`config.mk`:
```
export PLATFORM = sky130hd
export DESIGN_NAME = imem_loader
export DESIGN_NICKNAME = d
export VERILOG_FILES = /design/src/rtl/imem_loader.sv
export SDC_FILE = /design/constraint.sdc
export NUM_CORES = 1
export LEC_CHECK = 0
export ABC_AREA = 1
export CAP_MARGIN = 20
export CORE_MARGIN = 2
export CORE_UTILIZATION = 40
export DETAILED_ROUTE_END_ITERATION = 16
export PLACE_DENSITY = 0.66
export SLEW_MARGIN = 10
export SYNTH_ARGS = -nofsm -noshare
export SYNTH_HDL_FRONTEND = slang
export SYNTH_SLANG_ARGS = --single-unit
```
`constraint.sdc`:
```
create_clock -name clk -period 4.3 [get_ports clk]
set_clock_uncertainty 0.05 [all_clocks]
set_input_delay 0.86 -clock clk [delete_from_list [all_inputs] [get_ports clk]]
set_output_delay 0.86 -clock clk [all_outputs]
set_load 0.02 [all_outputs]
```
`src/rtl/imem_loader.sv`:
```
// Instruction-memory loader: packs a valid/ready byte stream into 32-bit words
// and writes them to consecutive word indices, holding the CPU in reset until done.
module imem_loader #(
    parameter int          DEPTH_LOG2 = 12,
    parameter logic [31:0] BASE_ADDR  = 32'h0000_3000,
    parameter bit          BIG_ENDIAN = 1'b1
) (
    input  logic                  clk,
    input  logic                  reset,
    input  logic                  start,
    input  logic [DEPTH_LOG2:0]   len_words,
    input  logic                  in_valid,
    input  logic [7:0]            in_data,
    output logic                  in_ready,
    output logic                  mem_we,
    output logic [DEPTH_LOG2-1:0] mem_addr,
    output logic [31:0]           mem_wdata,
    output logic [31:0]           mem_byte_addr,
    output logic                  busy,
    output logic                  done,
    output logic                  cpu_hold,
    output logic                  err,
    output logic [DEPTH_LOG2:0]   words_written
);

    localparam logic [1:0] S_IDLE  = 2'd0;
    localparam logic [1:0] S_RECV  = 2'd1;
    localparam logic [1:0] S_WRITE = 2'd2;
    localparam logic [1:0] S_DONE  = 2'd3;

    localparam logic [DEPTH_LOG2:0] MAX_LEN = {1'b1, {DEPTH_LOG2{1'b0}}};

    logic [1:0]          state;
    logic [DEPTH_LOG2:0] len_q;
    logic [DEPTH_LOG2:0] word_cnt;
    logic [DEPTH_LOG2:0] word_cnt_inc;
    logic [1:0]          byte_cnt;
    logic [31:0]         pack;
    logic [31:0]         pack_next;
    logic                accept;
    logic                len_ok;

    assign accept       = in_valid && in_ready;
    assign len_ok       = (len_words != '0) && (len_words <= MAX_LEN);
    assign word_cnt_inc = word_cnt + 1'b1;
    assign pack_next    = BIG_ENDIAN ? {pack[23:0], in_data} : {in_data, pack[31:8]};
    assign mem_byte_addr = BASE_ADDR + {{(30 - DEPTH_LOG2){1'b0}}, mem_addr, 2'b00};

    // Pack register is pure data: no reset, a discarded partial word is harmless.
    always_ff @(posedge clk) begin
        if (state == S_RECV && accept) begin
            pack <= pack_next;
        end
    end

    always_ff @(posedge clk or posedge reset) begin
        if (reset) begin
            state         <= S_IDLE;
            len_q         <= '0;
            word_cnt      <= '0;
            byte_cnt      <= '0;
            in_ready      <= 1'b0;
            mem_we        <= 1'b0;
            mem_addr      <= '0;
            mem_wdata     <= '0;
            busy          <= 1'b0;
            done          <= 1'b0;
            cpu_hold      <= 1'b1;
            err           <= 1'b0;
            words_written <= '0;
        end else begin
            err <= 1'b0;
            case (state)
                S_IDLE, S_DONE: begin
                    if (start) begin
                        if (len_ok) begin
                            len_q         <= len_words;
                            word_cnt      <= '0;
                            byte_cnt      <= '0;
                            words_written <= '0;
                            state         <= S_RECV;
                            in_ready      <= 1'b1;
                            busy          <= 1'b1;
                            done          <= 1'b0;
                            cpu_hold      <= 1'b1;
                        end else begin
                            err <= 1'b1;
                        end
                    end
                end
                S_RECV: begin
                    if (accept) begin
                        byte_cnt <= byte_cnt + 1'b1;
                        if (byte_cnt == 2'd3) begin
                            // Drop ready at the same edge so no byte lands during the write cycle.
                            state     <= S_WRITE;
                            in_ready  <= 1'b0;
                            mem_we    <= 1'b1;
                            mem_addr  <= word_cnt[DEPTH_LOG2-1:0];
                            mem_wdata <= pack_next;
                        end
                    end
                end
                S_WRITE: begin
                    mem_we        <= 1'b0;
                    word_cnt      <= word_cnt_inc;
                    words_written <= words_written + 1'b1;
                    byte_cnt      <= '0;
                    if (word_cnt_inc == len_q) begin
                        state    <= S_DONE;
                        busy     <= 1'b0;
                        done     <= 1'b1;
                        cpu_hold <= 1'b0;
                    end else begin
                        state    <= S_RECV;
                        in_ready <= 1'b1;
                    end
                end
                default: state <= S_IDLE;
            endcase
        end
    end

endmodule

```
== After elaboration in Yosys (flattened, before gate mapping) ==
Cells that the tools add are included.

* Register bits after elaboration: 117
* Bits of input ports: 25
* Output and inout bits: 95
* Word-level logic and storage cells: 78

* Add/sub/neg operators: 4
* $lt $le $gt $ge: 1
* Equality and inequality tests: 11
* Mux-type cells: 32
* Reductions and logical operators: 16

{| class="wikitable"
|+ Operator list
! cell !! number
|-
| one-hot mux 13 bit (2 select lines) || 2
|-
| adder 13 x 1 -> 13 bit (second input constant) || 2
|-
| 2-to-1 mux 13 bit || 2
|-
| 2-to-1 mux 2 bit || 8
|-
| adder 14 x 14 -> 15 bit (first input constant) || 1
|-
| AND reduction 3 bit || 5
|-
| 2-to-1 mux 1 bit || 14
|-
| equality test 13 bit || 1
|-
| <= comparator 13 bit (second input constant) || 1
|-
| nonzero test 13 bit || 1
|-
| one-hot mux 2 bit (3 select lines) || 2
|-
| inequality test 2 bit (second input constant) || 5
|-
| AND reduction 4 bit || 2
|-
| equality test 2 bit (second input constant) || 3
|-
| one-hot mux 1 bit (2 select lines) || 3
|-
| AND reduction 5 bit || 1
|-
| nonzero test 2 bit || 2
|-
| logical AND 1 bit || 3
|-
| one-hot mux 1 bit (3 select lines) || 1
|-
| adder 2 x 1 -> 2 bit (second input constant) || 1
|-
| equality test 2 x 1 -> 1 bit (second input constant) || 1
|-
| logical NOT 2 bit || 1
|-
| inequality test 2 x 1 -> 1 bit (second input constant) || 1
|-
| OR reduction 2 bit || 1
|}

== Logic depth before layout (Yosys ltp) ==
* Word-level depth: 5
* Mapped depth: 16
* Mapped depth without buffers: 16

== Least setup slack after synthesis ==
Ideal clock, no wire load.

* Kind: input to register
* From: input in_valid
* To: register mem_wdata[10]
* Library setup time: 0.125 ns
* Arrival: 2.817 ns
* Required time: 4.125 ns
* Setup slack: 1.309 ns
* Stages on the path: 6
* Buffers on the path: 2
* Cells stage by stage: nand2_1 > nor2_1 > nand2_1 > buf_2 > buf_2 > mux2_2

* Longest elaborated chain between the ends: 2

{| class="wikitable"
|+ RTL lines
! what !! line !! RTL
|-
| start, declared || 12 || <nowiki>input logic in_valid,</nowiki>
|-
| logical AND 1 bit || 43 || <nowiki>assign accept = in_valid && in_ready;</nowiki>
|-
| AND reduction 3 bit (no line) || n/a ||
|-
| end signal, assigned || 100 || <nowiki>mem_wdata <= pack_next;</nowiki>
|-
| end, declared || 17 || <nowiki>output logic [31:0] mem_wdata,</nowiki>
|}

Every way passes these cells.
A chain may end at the register's enable or synchronous reset.

== Worst setup path after layout ==
* From: input len_words[9]
* To: register words_written[3]

* Longest elaborated chain between the ends: 4
* Elaborated cells between the ends (all ways): 5
* Those cells by class: order compare: 1; eq/ne: 1; reduce/logical: 3

{| class="wikitable"
|+ RTL lines
! what !! line !! RTL
|-
| start, declared || 11 || <nowiki>input logic [DEPTH_LOG2:0] len_words,</nowiki>
|-
| <= comparator 13 bit / nonzero test 13 bit (equally long branches) || 44 || <nowiki>assign len_ok = (len_words != '0) && (len_words <= MAX_LEN);</nowiki>
|-
| logical AND 1 bit * || 44 ||
|-
| inequality test 2 bit (no line) * || n/a ||
|-
| AND reduction 3 bit (no line) * || n/a ||
|-
| end signal, assigned || 107 || <nowiki>words_written <= words_written + 1'b1;</nowiki>
|-
| end, declared || 23 || <nowiki>output logic [DEPTH_LOG2:0] words_written</nowiki>
|}

Mark *: on every way between the ends. The rest lies on a longest branch, timed or not.

==> impl_metrics.prom <==
# TYPE chip_impl_metric gauge
chip_impl_metric{name="distinct_cells_synth",unit=""} 36
chip_impl_metric{name="drc",unit=""} 0
chip_impl_metric{name="global_route.usage.total",unit=""} 0.168
chip_impl_info{name="setup_repair_after_global_routing_missed_its_margin",value="no"} 1
chip_impl_info{name="synthDominantAreaCellType",value="sky130_fd_sc_hd__dfrtp_1"} 1
chip_impl_metric{name="clk_latency",unit="ns"} 0.40
chip_impl_metric{name="post_cts_resize_count",unit=""} 0
chip_impl_metric{name="worst_supply_voltage_drop_on_vdd",unit="mV"} 0.243
chip_impl_metric{name="design_power_total",unit="mW"} 4.00
chip_impl_metric{name="postCtsSetupBuffers",unit=""} 0
chip_impl_info{name="ctsRootBufferMaster",value="sky130_fd_sc_hd__clkbuf_16"} 1
chip_impl_metric{name="worst_ep_arrival_time",unit="ns"} 3.04
chip_impl_metric{name="drt_iter0_markers",unit=""} 333
chip_impl_info{name="ys_top_cells_by_count",value="sky130_fd_sc_hd__nand2_1 (131), sky130_fd_sc_hd__dfrtp_1 (92), sky130_fd_sc_hd__inv_1 (63)"} 1
chip_impl_metric{name="gpl.final_weighted_congestion",unit=""} 0.840
chip_impl_metric{name="timing_hold_violations_final",unit=""} 0
chip_impl_metric{name="post_synth_instance_area",unit="um2"} 5440
chip_impl_metric{name="design.die.area",unit="um2"} 14600
chip_impl_metric{name="die_width",unit="um"} 121
chip_impl_metric{name="post-dp-hpwl",unit="um"} 8120
chip_impl_info{name="kind_of_end_point_of_the_critical_path",value="register"} 1
chip_impl_metric{name="insertedDiodeCount",unit=""} 0
chip_impl_metric{name="postLayoutSetupSlackWorst",unit="ns"} 1.55
chip_impl_metric{name="synth-async-reset-ratio",unit=""} 0.795
chip_impl_metric{name="timing.setup.tns",unit="ns"} 0
chip_impl_metric{name="die_h",unit="um"} 121
chip_impl_info{name="min_path_type",value="register to register"} 1
chip_impl_metric{name="grt_pass1_wl",unit="um"} 19200
chip_impl_metric{name="timing_max_transition_violations_final",unit=""} 0
chip_impl_metric{name="postSynthAreaPerCell",unit="um2"} 9.72
chip_impl_info{name="regToRegStartpoint",value="state[0]"} 1
chip_impl_metric{name="cts.path.max_buffers",unit=""} 2
chip_impl_info{name="launching_element_of_the_worst_setup_path",value="len_words[9]"} 1
chip_impl_metric{name="drt_wl_total",unit="um"} 11600
chip_impl_metric{name="slew_at_the_pin_closest_to_its_max_slew_limit",unit="ns"} 0.632
chip_impl_info{name="synth_flop_cell",value="sky130_fd_sc_hd__dfrtp_1"} 1
chip_impl_metric{name="setup_viol",unit=""} 0
chip_impl_metric{name="fin_hold_ws",unit="ns"} 0.389
chip_impl_metric{name="cts-buffers-inserted",unit=""} 17
chip_impl_metric{name="number_of_antenna_violations_at_the_first_check_in_global_routing",unit=""} 0
chip_impl_metric{name="post-place-ws",unit="ns"} 1.16
chip_impl_metric{name="detail_route.wl_per_cell",unit="um"} 13.7
chip_impl_metric{name="firstDrtPassIters",unit=""} 4
chip_impl_metric{name="powerDensity",unit="nW/um2"} 563
chip_impl_metric{name="reg2reg_slack",unit="ns"} 1.58
chip_impl_metric{name="post-synth-top-area-fraction",unit=""} 0.423
chip_impl_metric{name="cp_data_required_time",unit="ns"} 4.59
chip_impl_metric{name="initial_core_util",unit=""} 0.411
chip_impl_metric{name="final.min_clock_period",unit="ns"} 2.75
chip_impl_metric{name="h_tree_level_count",unit=""} 4
chip_impl_metric{name="num_io_pins",unit=""} 120
chip_impl_metric{name="fin_crit_sh",unit=""} 0.641
chip_impl_metric{name="maximum_number_of_pins_on_one_net_before_global_route_repair",unit=""} 82
chip_impl_metric{name="globalRoute.totalOverflow",unit=""} 0
chip_impl_info{name="tritoncts_clock_tree",value="built"} 1
chip_impl_info{name="synth.most_common_cell",value="sky130_fd_sc_hd__nand2_1"} 1
chip_impl_metric{name="synth-edff-count",unit=""} 24
chip_impl_metric{name="drive_above_1_share",unit=""} 0.128
chip_impl_metric{name="clk_pin_slew",unit="ns"} 0.05
chip_impl_metric{name="area_growth",unit="%"} 30.7
chip_impl_metric{name="placementRows",unit=""} 42
chip_impl_info{name="run_status",value="complete, no violations"} 1
chip_impl_metric{name="drt-vias-per-instance",unit=""} 4.86
chip_impl_info{name="worstSetupStartpointType",value="primary input"} 1
chip_impl_metric{name="critPathMaxFanout",unit=""} 22
chip_impl_metric{name="cap_viol_max_count",unit=""} 0
chip_impl_info{name="hp-start",value="pack[2]"} 1
chip_impl_metric{name="holdBufCountCts",unit=""} 0
chip_impl_metric{name="yosys_register_bits",unit=""} 117
chip_impl_info{name="criticalPathCategory",value="primary input to register"} 1
chip_impl_metric{name="placement.io_buffers",unit=""} 100
chip_impl_metric{name="drtAntennaViolNets",unit=""} 0
chip_impl_metric{name="first_global_vias",unit=""} 3900
chip_impl_info{name="ys_top_cells_by_area",value="sky130_fd_sc_hd__dfrtp_1 (42%), sky130_fd_sc_hd__edfxtp_1 (13%), sky130_fd_sc_hd__nand2_1 (9.0%)"} 1
chip_impl_metric{name="num-nets-final",unit=""} 691
chip_impl_metric{name="worst_slew_margin_relative_to_its_limit",unit=""} 0.579
chip_impl_metric{name="core_region",unit="um2"} 13200
chip_impl_metric{name="clkSinkCount",unit=""} 117
chip_impl_metric{name="num_vias",unit=""} 4124
chip_impl_metric{name="ys.warnings.count",unit=""} 0
chip_impl_metric{name="seq_area_frac_synth",unit=""} 0.560
chip_impl_metric{name="fmax",unit="MHz"} 363
chip_impl_metric{name="leakage_power_total",unit="nW"} 3.14
chip_impl_metric{name="post_synth_inst_count",unit=""} 560
==> metrics by stage <==
stage / cell area (um2) / std cells / util
2_1_floorplan: 5510 / 578 / -
3_3_place_gp: 6480 / 815 / 0.490
3_5_place_dp: 6480 / 815 / 0.490
4_1_cts: 7090 / 847 / 0.535
5_1_grt: 7110 / 848 / 0.537
6_report: 7110 / 848 / 0.537
==> registers in the layout (all words and copies together), names as in the netlist, 2 cells and up <==
name and cells:
mem_wdata 32, pack 24, len_q 13, word_cnt 13
words_written 13, mem_addr 12, byte_cnt 2, state 2
==> final cells by class <==
class	count	area [um2]
fill	1201	6130
clock inverter	12	161
multi-input combinational	355	1940
tap	176	220
sequential	117	3050
inverter	64	241
clock buffer	20	447
timing repair buffer	104	1060
==> where the power goes <==
group / leakage [nW] / internal [mW] / switching, mW / total [mW]
Clock: 0.292 / 0.974 / 0.479 / 1.45
Sequential: 1.47 / 1.37 / 0.150 / 1.52
Combinational: 1.38 / 0.440 / 0.587 / 1.03
Total: 3.14 / 2.79 / 1.22 / 4.00
==> worst max-delay path, cell delays in order <==
cell	delay (ns)
sky130_fd_sc_hd__clkdlybuf4s50_1	0.44
sky130_fd_sc_hd__nor4_2	0.31
sky130_fd_sc_hd__nand2_1	0.08
sky130_fd_sc_hd__nand2_1	0.06
sky130_fd_sc_hd__nand2_1	0.09
sky130_fd_sc_hd__o22ai_2	0.49
sky130_fd_sc_hd__buf_4	0.38
sky130_fd_sc_hd__nand2_1	0.10
sky130_fd_sc_hd__nand2_1	0.08
sky130_fd_sc_hd__nand2_1	0.05
sky130_fd_sc_hd__nor2_1	0.09
==> metal layers <==
| layer | track usage | share of wire | vias up | wire, um |
|---|---|---|---|---|
| li1 | - | - | 1987 | - |
| met1 | 0.234 | 0.48 | 1967 | 5620 |
| met2 | 0.251 | 0.44 | 152 | 5130 |
| met3 | 0.0382 | 0.064 | 18 | 740 |
| met4 | 0.0741 | 0.014 | 0 | 158 |
| met5 | 0 | 0 | - | 0 |
==> worst paths after layout <==
| kind | endpoint | cells past startpoint |
|---|---|---|
| max in group asynchronous | mem_addr[2] | 3 |
| hold reg to reg | pack[10] | 0 |
| min in group asynchronous | mem_wdata[18] | 2 |
| setup reg to reg | words_written[3] | 9 |
| hold / removal | pack[10] | 0 |
| setup / recovery | words_written[3] | 11 |
==> kinds of logic (layout without fill, tap and decap cells) <==
logic type,count (synthesis),in the layout,share of synthesized area
simple gates,229,229,0.186
mux,32,32,0.0662
fa+ha+maj,7,7,0.0161
flops,117,117,0.560
compound gates,61,61,0.0605
other cells,1,19,0.000689
buf+inv,106,200,0.0973
xor+xnor,7,7,0.0126
==> cells in the final DEF, fill, tap and decap left out, drive strengths merged <==
cell,Yosys,final
xor2,6,6
nor3,7,7
edfxtp,24,24
mux2,32,32
clkbuf,4,20
a21boi,1,1
or2,1,1
buf,38,4
nand4,8,8
o21ai,46,46
bufinv,0,4
o22ai,10,10
nand3b,4,4
conb,1,19
clkinvlp,0,2
nand3,37,37
o21a,1,1
nand2,136,136
ha,7,7
clkdlybuf4s50,0,100
a21oi,3,3
dfstp,1,1
inv,64,63
clkinv,0,7
nor2,34,34
dfrtp,92,92
nor4,2,2
xnor2,1,1
(Power assumes the default switching activity.)
